===== src/rtl/collision_scan_unit_pkg.sv =====
// Shared widths, defaults and scan FSM states for the collision scan unit.
//   X_W/Y_W/W_W/H_W : coordinate, width and height field widths
//   CMP_W           : width of all overlap sums (wide enough that none wrap)
//   HIT_IDX_W       : width of the hit_idx output
package collision_scan_unit_pkg;

    localparam int X_W          = 11;
    localparam int Y_W          = 9;
    localparam int W_W          = 8;
    localparam int H_W          = 7;
    localparam int CMP_W        = 12;
    localparam int HIT_IDX_W    = 4;
    localparam int GROUND_Y_DEF = 200;

    typedef enum logic [1:0] {
        ST_IDLE,
        ST_CAPTURE,
        ST_SCAN,
        ST_DONE
    } scan_state_e;

endpackage


===== src/rtl/collision_box_cmp.sv =====
// Combinational overlap test between the dino box and one ground obstacle.
// Each overlap must exceed MARGIN pixels before it counts as a hit.
//   valid          : obstacle channel is live
//   dino_x/y/w/h   : dino box (top-left corner, size)
//   obs_x/w/h      : obstacle; occupies rows [GROUND_Y-obs_h, GROUND_Y)
//   hit            : boxes overlap by more than MARGIN on both axes
module collision_box_cmp
    import collision_scan_unit_pkg::*;
#(
    parameter int GROUND_Y = GROUND_Y_DEF,
    parameter int MARGIN   = 2
) (
    input  logic           valid,
    input  logic [X_W-1:0] dino_x,
    input  logic [Y_W-1:0] dino_y,
    input  logic [W_W-1:0] dino_w,
    input  logic [H_W-1:0] dino_h,
    input  logic [X_W-1:0] obs_x,
    input  logic [W_W-1:0] obs_w,
    input  logic [H_W-1:0] obs_h,
    output logic           hit
);

    logic [CMP_W-1:0] dino_right;
    logic [CMP_W-1:0] obs_left_m;
    logic [CMP_W-1:0] dino_left_m;
    logic [CMP_W-1:0] obs_right;
    logic [CMP_W-1:0] dino_bot_ext;
    logic [CMP_W-1:0] ground_m;
    logic [CMP_W-1:0] dino_top_m;

    always_comb begin
        dino_right  = CMP_W'(dino_x) + CMP_W'(dino_w);
        obs_left_m  = CMP_W'(obs_x) + CMP_W'(MARGIN);
        dino_left_m = CMP_W'(dino_x) + CMP_W'(MARGIN);
        obs_right   = CMP_W'(obs_x) + CMP_W'(obs_w);
        // dino_y+dino_h > GROUND_Y-obs_h+MARGIN, with obs_h moved to the left
        // so the obstacle top never needs a subtraction that could underflow.
        dino_bot_ext = CMP_W'(dino_y) + CMP_W'(dino_h) + CMP_W'(obs_h);
        ground_m     = CMP_W'(GROUND_Y) + CMP_W'(MARGIN);
        dino_top_m   = CMP_W'(dino_y) + CMP_W'(MARGIN);

        hit = valid && (obs_h != '0)
              && (dino_right > obs_left_m)
              && (dino_left_m < obs_right)
              && (dino_bot_ext > ground_m)
              && (dino_top_m < CMP_W'(GROUND_Y));
    end

endmodule


===== src/rtl/collision_scan_unit.sv =====
// Per-frame hitbox checker: snapshots the dino and N_OBS obstacles on
// frame_tick, then tests one obstacle per cycle through a shared comparator.
//   frame_tick/enable : start a scan (ticks while busy are dropped, overrun set)
//   clear             : synchronous clear of collided, hit_idx, overrun
//   dino_*, obs_*     : coordinates, captured in the CAPTURE cycle
//   busy/done         : scan in progress / one-cycle end-of-scan pulse
//   frame_hit/hit_mask: result of the latest scan, valid from done
//   collided/hit_idx  : sticky hit flag and first hitting channel since clear
//   overrun           : sticky, frame_tick seen while busy
module collision_scan_unit
    import collision_scan_unit_pkg::*;
#(
    parameter int N_OBS    = 4,
    parameter int GROUND_Y = GROUND_Y_DEF,
    parameter int MARGIN   = 2
) (
    input  logic                   clk,
    input  logic                   rst_n,
    input  logic                   frame_tick,
    input  logic                   enable,
    input  logic                   clear,
    input  logic [X_W-1:0]         dino_x,
    input  logic [Y_W-1:0]         dino_y,
    input  logic [W_W-1:0]         dino_w,
    input  logic [H_W-1:0]         dino_h,
    input  logic [N_OBS-1:0]       obs_valid,
    input  logic [X_W*N_OBS-1:0]   obs_x,
    input  logic [W_W*N_OBS-1:0]   obs_w,
    input  logic [H_W*N_OBS-1:0]   obs_h,
    output logic                   busy,
    output logic                   done,
    output logic                   frame_hit,
    output logic [N_OBS-1:0]       hit_mask,
    output logic                   collided,
    output logic [HIT_IDX_W-1:0]   hit_idx,
    output logic                   overrun
);

    localparam int IDX_W = (N_OBS > 1) ? $clog2(N_OBS) : 1;

    scan_state_e state_q, state_d;
    logic [IDX_W-1:0]       idx_q, idx_d;
    logic [N_OBS-1:0]       scan_mask_q, scan_mask_d;
    logic [N_OBS-1:0]       hit_mask_q, hit_mask_d;
    logic                   frame_hit_q, frame_hit_d;
    logic                   collided_q, collided_d;
    logic [HIT_IDX_W-1:0]   hit_idx_q, hit_idx_d;
    logic                   overrun_q, overrun_d;

    logic [X_W-1:0]         dino_x_q, dino_x_d;
    logic [Y_W-1:0]         dino_y_q, dino_y_d;
    logic [W_W-1:0]         dino_w_q, dino_w_d;
    logic [H_W-1:0]         dino_h_q, dino_h_d;
    logic [N_OBS-1:0]       obs_valid_q, obs_valid_d;
    logic [X_W*N_OBS-1:0]   obs_x_q, obs_x_d;
    logic [W_W*N_OBS-1:0]   obs_w_q, obs_w_d;
    logic [H_W*N_OBS-1:0]   obs_h_q, obs_h_d;

    logic                   cmp_hit;
    logic [N_OBS-1:0]       final_mask;
    logic [HIT_IDX_W-1:0]   first_idx;

    collision_box_cmp #(
        .GROUND_Y (GROUND_Y),
        .MARGIN   (MARGIN)
    ) u_cmp (
        .valid  (obs_valid_q[idx_q]),
        .dino_x (dino_x_q),
        .dino_y (dino_y_q),
        .dino_w (dino_w_q),
        .dino_h (dino_h_q),
        .obs_x  (obs_x_q[idx_q*X_W +: X_W]),
        .obs_w  (obs_w_q[idx_q*W_W +: W_W]),
        .obs_h  (obs_h_q[idx_q*H_W +: H_W]),
        .hit    (cmp_hit)
    );

    // Lowest set bit of the published mask; scanned downwards so the
    // last assignment is the lowest index.
    always_comb begin
        first_idx = '0;
        for (int unsigned i = N_OBS; i > 0; i--) begin
            if (hit_mask_q[i-1]) first_idx = HIT_IDX_W'(i - 1);
        end
    end

    always_comb begin
        state_d     = state_q;
        idx_d       = idx_q;
        scan_mask_d = scan_mask_q;
        hit_mask_d  = hit_mask_q;
        frame_hit_d = frame_hit_q;
        collided_d  = collided_q;
        hit_idx_d   = hit_idx_q;
        overrun_d   = overrun_q;
        dino_x_d    = dino_x_q;
        dino_y_d    = dino_y_q;
        dino_w_d    = dino_w_q;
        dino_h_d    = dino_h_q;
        obs_valid_d = obs_valid_q;
        obs_x_d     = obs_x_q;
        obs_w_d     = obs_w_q;
        obs_h_d     = obs_h_q;

        final_mask         = scan_mask_q;
        final_mask[idx_q]  = cmp_hit;

        case (state_q)
            ST_IDLE: begin
                if (frame_tick && enable) state_d = ST_CAPTURE;
            end
            ST_CAPTURE: begin
                dino_x_d    = dino_x;
                dino_y_d    = dino_y;
                dino_w_d    = dino_w;
                dino_h_d    = dino_h;
                obs_valid_d = obs_valid;
                obs_x_d     = obs_x;
                obs_w_d     = obs_w;
                obs_h_d     = obs_h;
                scan_mask_d = '0;
                idx_d       = '0;
                state_d     = ST_SCAN;
            end
            ST_SCAN: begin
                scan_mask_d = final_mask;
                if (idx_q == IDX_W'(N_OBS - 1)) begin
                    // Publish on the way into DONE so results are valid with done.
                    hit_mask_d  = final_mask;
                    frame_hit_d = |final_mask;
                    state_d     = ST_DONE;
                end else begin
                    idx_d = idx_q + 1'b1;
                end
            end
            ST_DONE: begin
                state_d = ST_IDLE;
            end
            default: state_d = ST_IDLE;
        endcase

        if (clear) begin
            collided_d = 1'b0;
            hit_idx_d  = '0;
            overrun_d  = 1'b0;
        end
        // A hit in the DONE cycle overrides a coincident clear.
        if (state_q == ST_DONE && frame_hit_q) begin
            collided_d = 1'b1;
            if (!collided_q || clear) hit_idx_d = first_idx;
        end
        if (frame_tick && state_q != ST_IDLE) overrun_d = 1'b1;
    end

    always_ff @(posedge clk or negedge rst_n) begin
        if (!rst_n) begin
            state_q     <= ST_IDLE;
            idx_q       <= '0;
            scan_mask_q <= '0;
            hit_mask_q  <= '0;
            frame_hit_q <= 1'b0;
            collided_q  <= 1'b0;
            hit_idx_q   <= '0;
            overrun_q   <= 1'b0;
            dino_x_q    <= '0;
            dino_y_q    <= '0;
            dino_w_q    <= '0;
            dino_h_q    <= '0;
            obs_valid_q <= '0;
            obs_x_q     <= '0;
            obs_w_q     <= '0;
            obs_h_q     <= '0;
        end else begin
            state_q     <= state_d;
            idx_q       <= idx_d;
            scan_mask_q <= scan_mask_d;
            hit_mask_q  <= hit_mask_d;
            frame_hit_q <= frame_hit_d;
            collided_q  <= collided_d;
            hit_idx_q   <= hit_idx_d;
            overrun_q   <= overrun_d;
            dino_x_q    <= dino_x_d;
            dino_y_q    <= dino_y_d;
            dino_w_q    <= dino_w_d;
            dino_h_q    <= dino_h_d;
            obs_valid_q <= obs_valid_d;
            obs_x_q     <= obs_x_d;
            obs_w_q     <= obs_w_d;
            obs_h_q     <= obs_h_d;
        end
    end

    assign busy      = (state_q != ST_IDLE);
    assign done      = (state_q == ST_DONE);
    assign frame_hit = frame_hit_q;
    assign hit_mask  = hit_mask_q;
    assign collided  = collided_q;
    assign hit_idx   = hit_idx_q;
    assign overrun   = overrun_q;

endmodule


===== config.mk =====
export PLATFORM = sky130hd
export DESIGN_NAME = collision_scan_unit
export DESIGN_NICKNAME = d
export VERILOG_FILES = /design/src/rtl/collision_scan_unit_pkg.sv /design/src/rtl/collision_box_cmp.sv /design/src/rtl/collision_scan_unit.sv
export SDC_FILE = /design/constraint.sdc
export NUM_CORES = 1
export LEC_CHECK = 0
export CAP_MARGIN = 20
export CORE_ASPECT_RATIO = 0.7
export CORE_MARGIN = 3
export CORE_UTILIZATION = 45
export DETAILED_ROUTE_END_ITERATION = 8
export DONT_BUFFER_PORTS = 1
export PLACE_DENSITY = 0.65
export SYNTH_ARGS = -nofsm -noshare
export SYNTH_HDL_FRONTEND = slang
export SYNTH_HIERARCHICAL = 1
export SYNTH_SLANG_ARGS = --single-unit

===== constraint.sdc =====
create_clock -name clk -period 3.8 [get_ports clk]
set_clock_uncertainty 0.05 [all_clocks]
set_input_delay 0.76 -clock clk [delete_from_list [all_inputs] [get_ports clk]]
set_output_delay 0.76 -clock clk [all_outputs]
set_load 0.005 [all_outputs]

==> impl_metrics.json <==
{
  "status": "finished with violations",
  "violations": "negative hold slack, negative setup slack",
  "met2_usage_pct": 30.1,
  "end_kind": "flop",
  "synth_area_mm2": 0.00920,
  "drcViolationCount": 0,
  "syn_to_final_growth_pct": 17.5,
  "min_period_ns": 4.03,
  "worstHoldPathType": "in2async",
  "finalSetupViolations": 8,
  "grt_setup_unrepaired": "true",
  "tritoncts": "built",
  "cp_top_family": "compound AO/OA/AOI/OAI gates",
  "multi_input_area_mm2": 0.00506,
  "num_vias": 5726,
  "syn_nets": 894,
  "grtUsageMet3_pct": 6.86,
  "nNetsFinal": 961,
  "fmax_ghz": 0.248,
  "layout_commonest_cell": "dfrtp_1",
  "grt_pass1_wl_mm": 34.4,
  "min_period_over_period_pct": 106,
  "timing.slew.headroom_pct": 43.7,
  "clkSinkCount": 161,
  "ios": 161,
  "antenna_found_initial": 4,
  "start_util_pct": 46.2,
  "drt_iter0_drc": 289,
  "fin_util_pct": 54.3,
  "grt_usage_pct": 19.8,
  "drt-wirelength-per-cell_um": 20.8,
  "drive_gt1_share_pct": 43.4,
  "critPathMaxFanout": 7,
  "crit_type": "reg2reg",
  "worst_path_max_delay_cell": "dfrtp_4",
  "core_area_mm2": 0.0199,
  "hold_violations": 22,
  "hold_slack_ns": -0.0190,
  "synth_edf_count": 0,
  "syn_avg_cell_area_um2": 13.5,
  "use_met1_pct": 27.5,
  "fin_cells": 1031,
  "port-buffer-count": 0,
  "grt_max_degree": 162,
  "cts_root_buf": "clkbuf_16",
  "clkLatencyLatePin_ns": 0.44,
  "most-common-layout-cells": "dfrtp_1 (160), mux2_2 (75), buf_4 (72)",
  "busiest_layer": "met2",
  "setup_slack_ns": -0.234,
  "drtPass1Iterations": 5,
  "critPathLaunchType": "flop",
  "die_w_um": 177,
  "cts_made_buffers": 17,
  "placed_cells": 986,
  "gp_congestion": 0.838,
  "num_rows": 43,
  "ys.flop_type": "dfrtp_1",
  "max_slew.worst_pin.slew_ns": 0.823,
  "grt_overflow_total": 0,
  "synthArstFlopShare_pct": 100,
  "ant_nets": 0,
  "cpPeakStageDelay_ns": 0.51,
  "path_cells": "buf_12 > buf_12 > mux4_2 > ha_4 > a21oi_2 > buf_4 > o211ai_1 > and3_4 > o21ai_2 > ha_1 > a211oi_2 > nand2_1 > a21oi_2 > o221ai_1 > nor2_1 > o211a_4 > and3_4 > o21ai_2 > o21ai_1",
  "cts_buffer_depth": 2,
  "cp.required_ns": 4.10,
  "drv_cap": 0,
  "viasPerCell": 5.55,
  "synth_seq_area_share_pct": 43.8,
  "worst-path-buf-inv": 3,
  "slew_violations": 0,
  "clk_pin_slew_ns": 0.07,
  "synth_seq_cells": 161,
  "dieHeight_um": 126,
  "synthesis.instances": 680,
  "die_area_mm2": 0.0222,
  "dp_hpwl_mm": 15.8,
  "ys_types": 58,
  "yosys_warnings": 6,
  "grt_pass1_vias": 6276,
  "drt-total-wl_mm": 21.5,
  "nFillCells": 1638,
  "arrival_ns": 4.34,
  "register_area_mm2": 0.00403,
  "htreeDepth": 4
}
## synthesized netlist by cell type (all sizes together), types with 4 or more instances
cell	number	area, um^2
dfrtp	161	4030
mux2	145	1900
ha	56	701
inv	30	113
mux4	27	608
a21oi	25	133
buf	23	199
o21ai	22	110
nand2	21	83.8
nand3	19	100
xnor2	19	166
xor2	15	131
nor2	12	45.0
fa	10	200
and3	9	57.6
a21o	8	60.1
nand4	7	43.8
nor2b	6	45.0
clkbuf	5	20.0
nand2b	5	31.3
a31oi	4	25.0
nor3	4	20.0
nor4	4	25.0
o211ai	4	35.0
o21bai	4	30.0
## worst reg2reg max path: cells and delay by family (launching register included)
family / cells / cell delay [ns]
buffers and inverters: 3 / 0.43
AOI/OAI and AO/OA: 9 / 1.12
muxes: 1 / 0.50
and+or+nand+nor: 4 / 0.70
DFF: 1 / 0.51
adders and majority gates: 2 / 0.64
## final timing paths
path,from,endpoint,slack (ns),cells after the start
setup / recovery,idx_q[0],scan_mask_q[0],-0.23,19
hold / removal,rst_n,dino_w_q[6],-0.02,0
setup reg to reg,idx_q[0],scan_mask_q[0],-0.23,19
hold reg to reg,obs_x_q[30],obs_x_q[30],0.46,1
max in group asynchronous,rst_n,dino_x_q[2],3.36,0
min in group clk,clear,collided,0.38,1
## stage by stage
stage,setup slack [ns],hold WS [ns],setup TNS (ns),cell area [um^2]
final,-0.234,-0.0190,-1.69,10800
after global routing,-0.506,-0.0440,-3.59,10800
after CTS,-0.255,-0.0424,-1.52,10700
after detailed placement,-0.666,0.425,-4.54,9860
after global placement,-0.404,0.423,-2.83,9860
after floorplan,0.0133,0.414,0,9220
## what timing repair did
| action | CTS | global route |
|---|---|---|
| endpoints found under the setup margin | 8 | 8 |
| pin swaps | 18 | 27 |
| gates resized for setup | 42 | 10 |
| hold endpoints to repair | 161 | 161 |
| setup buffers | 7 | 6 |
## registers in the layout, summed over array words and instances (netlist names)
| register | cells |
|---|---|
| dino_w_q | 8 |
| frame_hit | 1 |
| dino_y_q | 9 |
| idx_q | 2 |
| scan_mask_q | 3 |
| overrun | 1 |
| collided | 1 |
| dino_x_q | 11 |
| obs_w_q | 32 |
| dino_h_q | 7 |
| obs_h_q | 28 |
| hit_mask | 4 |
| obs_x_q | 44 |
| obs_valid_q | 4 |
| hit_idx | 4 |
| state_q | 2 |
## metal layers
metal / part of all wire (%) / up-vias
met5: 0.25 / -
li1: - / 2628
met4: 1.5 / 6
met3: 6.7 / 34
met2: 45 / 148
met1: 46 / 2910
## logic make-up (layout without fill, tap and decap cells)
logic type / Yosys count / in the layout / share of synthesized area [%]
compound gates: 92 / 92 / 6.68
xor+xnor: 34 / 34 / 3.24
fa+ha+maj: 66 / 66 / 9.80
buf+inv: 58 / 138 / 3.61
flops: 161 / 161 / 43.8
mux: 172 / 172 / 27.2
other cells: 0 / 1 / 0
simple gates: 97 / 97 / 5.65
## final cells by class
cell class,count,area share [%]
inverter,30,1.04
timing repair buffer,76,5.74
multi-input combinational,461,46.9
clock buffer,17,3.94
tap,270,3.13
antenna,1,0.0232
sequential,161,37.3
clock inverter,15,1.93
Power is not shown: default switching activity piles up to over one toggle a cycle in this logic, so the estimate is an artifact.
==> variant, RTL diff (same flow settings) <==
Add an input register stage for `obs_w`, with the module's reset; this delays it by one clock. The other inputs are not delayed to match.
--- a/src/rtl/collision_scan_unit.sv
+++ b/src/rtl/collision_scan_unit.sv
@@ -38,6 +38,16 @@
 
     localparam int IDX_W = (N_OBS > 1) ? $clog2(N_OBS) : 1;
 
+    logic [W_W*N_OBS-1:0] obs_w_r;
+
+    always_ff @(posedge clk or negedge rst_n) begin
+        if (!rst_n) begin
+            obs_w_r <= '0;
+        end else begin
+            obs_w_r <= obs_w;
+        end
+    end
+
     scan_state_e state_q, state_d;
     logic [IDX_W-1:0]       idx_q, idx_d;
     logic [N_OBS-1:0]       scan_mask_q, scan_mask_d;
@@ -116,7 +126,7 @@
                 dino_h_d    = dino_h;
                 obs_valid_d = obs_valid;
                 obs_x_d     = obs_x;
-                obs_w_d     = obs_w;
+                obs_w_d     = obs_w_r;
                 obs_h_d     = obs_h;
                 scan_mask_d = '0;
                 idx_d       = '0;
Check against the original RTL: not equivalent (Yosys sat finds a counterexample within 10 cycles, from zero or initial values and one cycle with rst_n low).
==> variant against the original RTL <==
The flow still finishes with violations (hold timing, setup timing); critical path type unchanged; highest routed layer unchanged; area after synthesis up 8.8%; design area up 5.4%; synthesized cell count grew 4.3%; critical endpoint is now scan_mask_q[2]; utilization decreased by 0.69 points; worst setup slack worse by 510 ps; sequential share of layout area grew 5.1 points; critical path depth up 1; wire length grew 2.4%; sequential cell count increased by 32.
==> variant: results (changes against the original RTL) <==
slowest_delay_ps: 550  # +40 ps
reg.largest.list: "obs_x_q x44, obs_w_q x32, obs_w_r x32"
gp_congestion: 0.816  # -2.5%
cpMaxStageDelayCell: "mux4_2"
cp.arrival_ps: 4860  # +520 ps
via_per_inst: 5.54  # -0.23%
drtPass1Iterations: 4  # -1
placedCellCount: 1019  # +3.3%
crit_path_max_fanout: 7  # unchanged
tightestPinTransition_ps: 857  # +34.2 ps
fin_nets: 984  # +2.4%
drt_wl_total_um: 22000  # +2.4%
port_buffers: 0  # unchanged
synthTopCellsByCount: "dfrtp_1 (193), mux2_2 (75), mux2_4 (70), ha_1 (56), inv_1 (29)"
grt_max_degree: 194  # +20%
htreeDepth: 4  # unchanged
track_usage: 0.190  # -0.00804
dp_hpwl_um: 16300  # +2.9%
worst_hold_path_type: "in2async"
setup-violations-final: 8  # unchanged
ys_types: 62  # +6.9%
drive_above_1_share: 0.378  # -0.0562
grt_pass1_wl_um: 35000  # +1.9%
worst_slack_ps: -749  # -514 ps
p_leak_nw: 5.01
postSynthAreaPerCell_sq_um: 14.1  # +4.3%
clkTransAtPathRegs_ps: 80
clock-root-buffer: "clkbuf_16"
wl_per_cell_um: 20.7  # -0.53%
seq_area_frac_synth: 0.483  # +0.0446
hold-worst-slack_ps: -25.1  # -6.10 ps
yosysWarnings: 6  # unchanged
antenna_found_initial: 6  # +2
synth_top_flop_cell: "dfrtp_1"
place_ws_ps: -1010  # -345 ps
drt_iter0_drc: 325  # +12%
tritoncts.num_buffers: 17  # unchanged
clock_latency_ps: 430
status: "finished, violations left"
hold_violations: 41  # +86%
synthTopCellsByArea: "dfrtp_1 (48%), mux2_4 (11%), mux2_2 (8.4%)"
fin_setup_tns_ps: -5500  # -3810 ps
violations: "hold timing, setup timing"
synth_nets: 923  # +3.2%
r2r_cells: 20  # +1
synthArstFlopShare: 1.00  # unchanged
grt_pass1_vias: 6372  # +1.5%
irDropWorstVdd_mv: 0.580
clk_path_buf_depth: 2  # unchanged
-- variant: cell count changes after synthesis, sizes merged, moves of 3 or more --
cell and delta:
o21a +3, and3 -3, nor2b +7, a211oi +3
dfrtp +32, o211ai -3, nand3 -4, a21oi -5
-- variant: worst max-delay path: cells and delay by family, from the launching register on --
kind	cells	cell delay, ps
AOI/OAI and AO/OA	12	2230
muxes	1	550
adders and majority gates	2	530
DFF	1	390
buffers and inverters	2	320
and+or+nand+nor	2	250
xor gates and xnor gates	1	170
-- variant: what timing repair did --
| action | 4_1_cts | 5_1_grt |
|---|---|---|
| resized for setup | 7 | 5 |
| pin swaps | 3 | 3 |
| hold endpoints to repair | 193 | 193 |
| setup buffers | 7 | 1 |
| cloned | 0 | 0 |
| endpoints found under the setup margin | 8 | 8 |
-- variant: cell type report --
| type | instances | area, sq um |
|---|---|---|
| tap | 276 | 345 |
| sequential | 193 | 4830 |
| timing repair buffer | 68 | 536 |
| inverter | 29 | 109 |
| multi-input combinational | 461 | 4940 |
| clock inverter | 15 | 190 |
| clock buffer | 17 | 425 |
| fill | 1744 | 9860 |
| antenna | 2 | 5.00 |
-- variant: final timing paths --
kind,start,endpoint,slack (ps)
min,rst_n,obs_x_q[15],-30
max reg2reg,idx_q[0],scan_mask_q[2],-750
min in group clk,obs_w[18],obs_w_r[18],290
min reg2reg,obs_w_r[26],obs_w_q[26],430
max in group asynchronous,rst_n,obs_h_q[15],3350
max,idx_q[0],scan_mask_q[2],-750
-- variant: cells by family after synthesis --
| group | after synthesis | share of synthesized area |
|---|---|---|
| flops | 193 | 0.483 |
| compound gates | 93 | 0.0645 |
| mux | 172 | 0.250 |
| buf+inv | 55 | 0.0313 |
| fa+ha+maj | 66 | 0.0900 |
| xor+xnor | 34 | 0.0298 |
| simple gates | 96 | 0.0514 |
-- variant: report_power, final --
| part | switching [mW] | total (mW) | internal, mW |
|---|---|---|---|
| Sequential | 0.619 | 3.53 | 2.91 |
| Combinational | 3.75 | 8.34 | 4.59 |
| Clock | 0.885 | 1.84 | 0.950 |
-- variant: per-layer routing --
| layer | track usage | wire (um) | vias to the layer above | part of all wire |
|---|---|---|---|---|
| li1 | - | - | 2718 | - |
| met1 | 0.265 | 10500 | 2959 | 0.48 |
| met3 | 0.0708 | 1600 | 24 | 0.073 |
| met5 | 0 | 48 | - | 0.0022 |
| met2 | 0.287 | 9560 | 170 | 0.43 |
| met4 | 0.0449 | 226 | 8 | 0.010 |
-- variant: per-stage QoR --
stage | hold WS [ps] | area [sq um] | total power [mW]
after floorplan | 404 | 10000 | 9.26
after global placement | 408 | 10600 | 11.3
after detailed placement | 412 | 10600 | 11.6
after CTS | -66.7 | 11400 | 13.7
after global routing | -60.4 | 11400 | 14.8
final | -25.1 | 11400 | 13.7
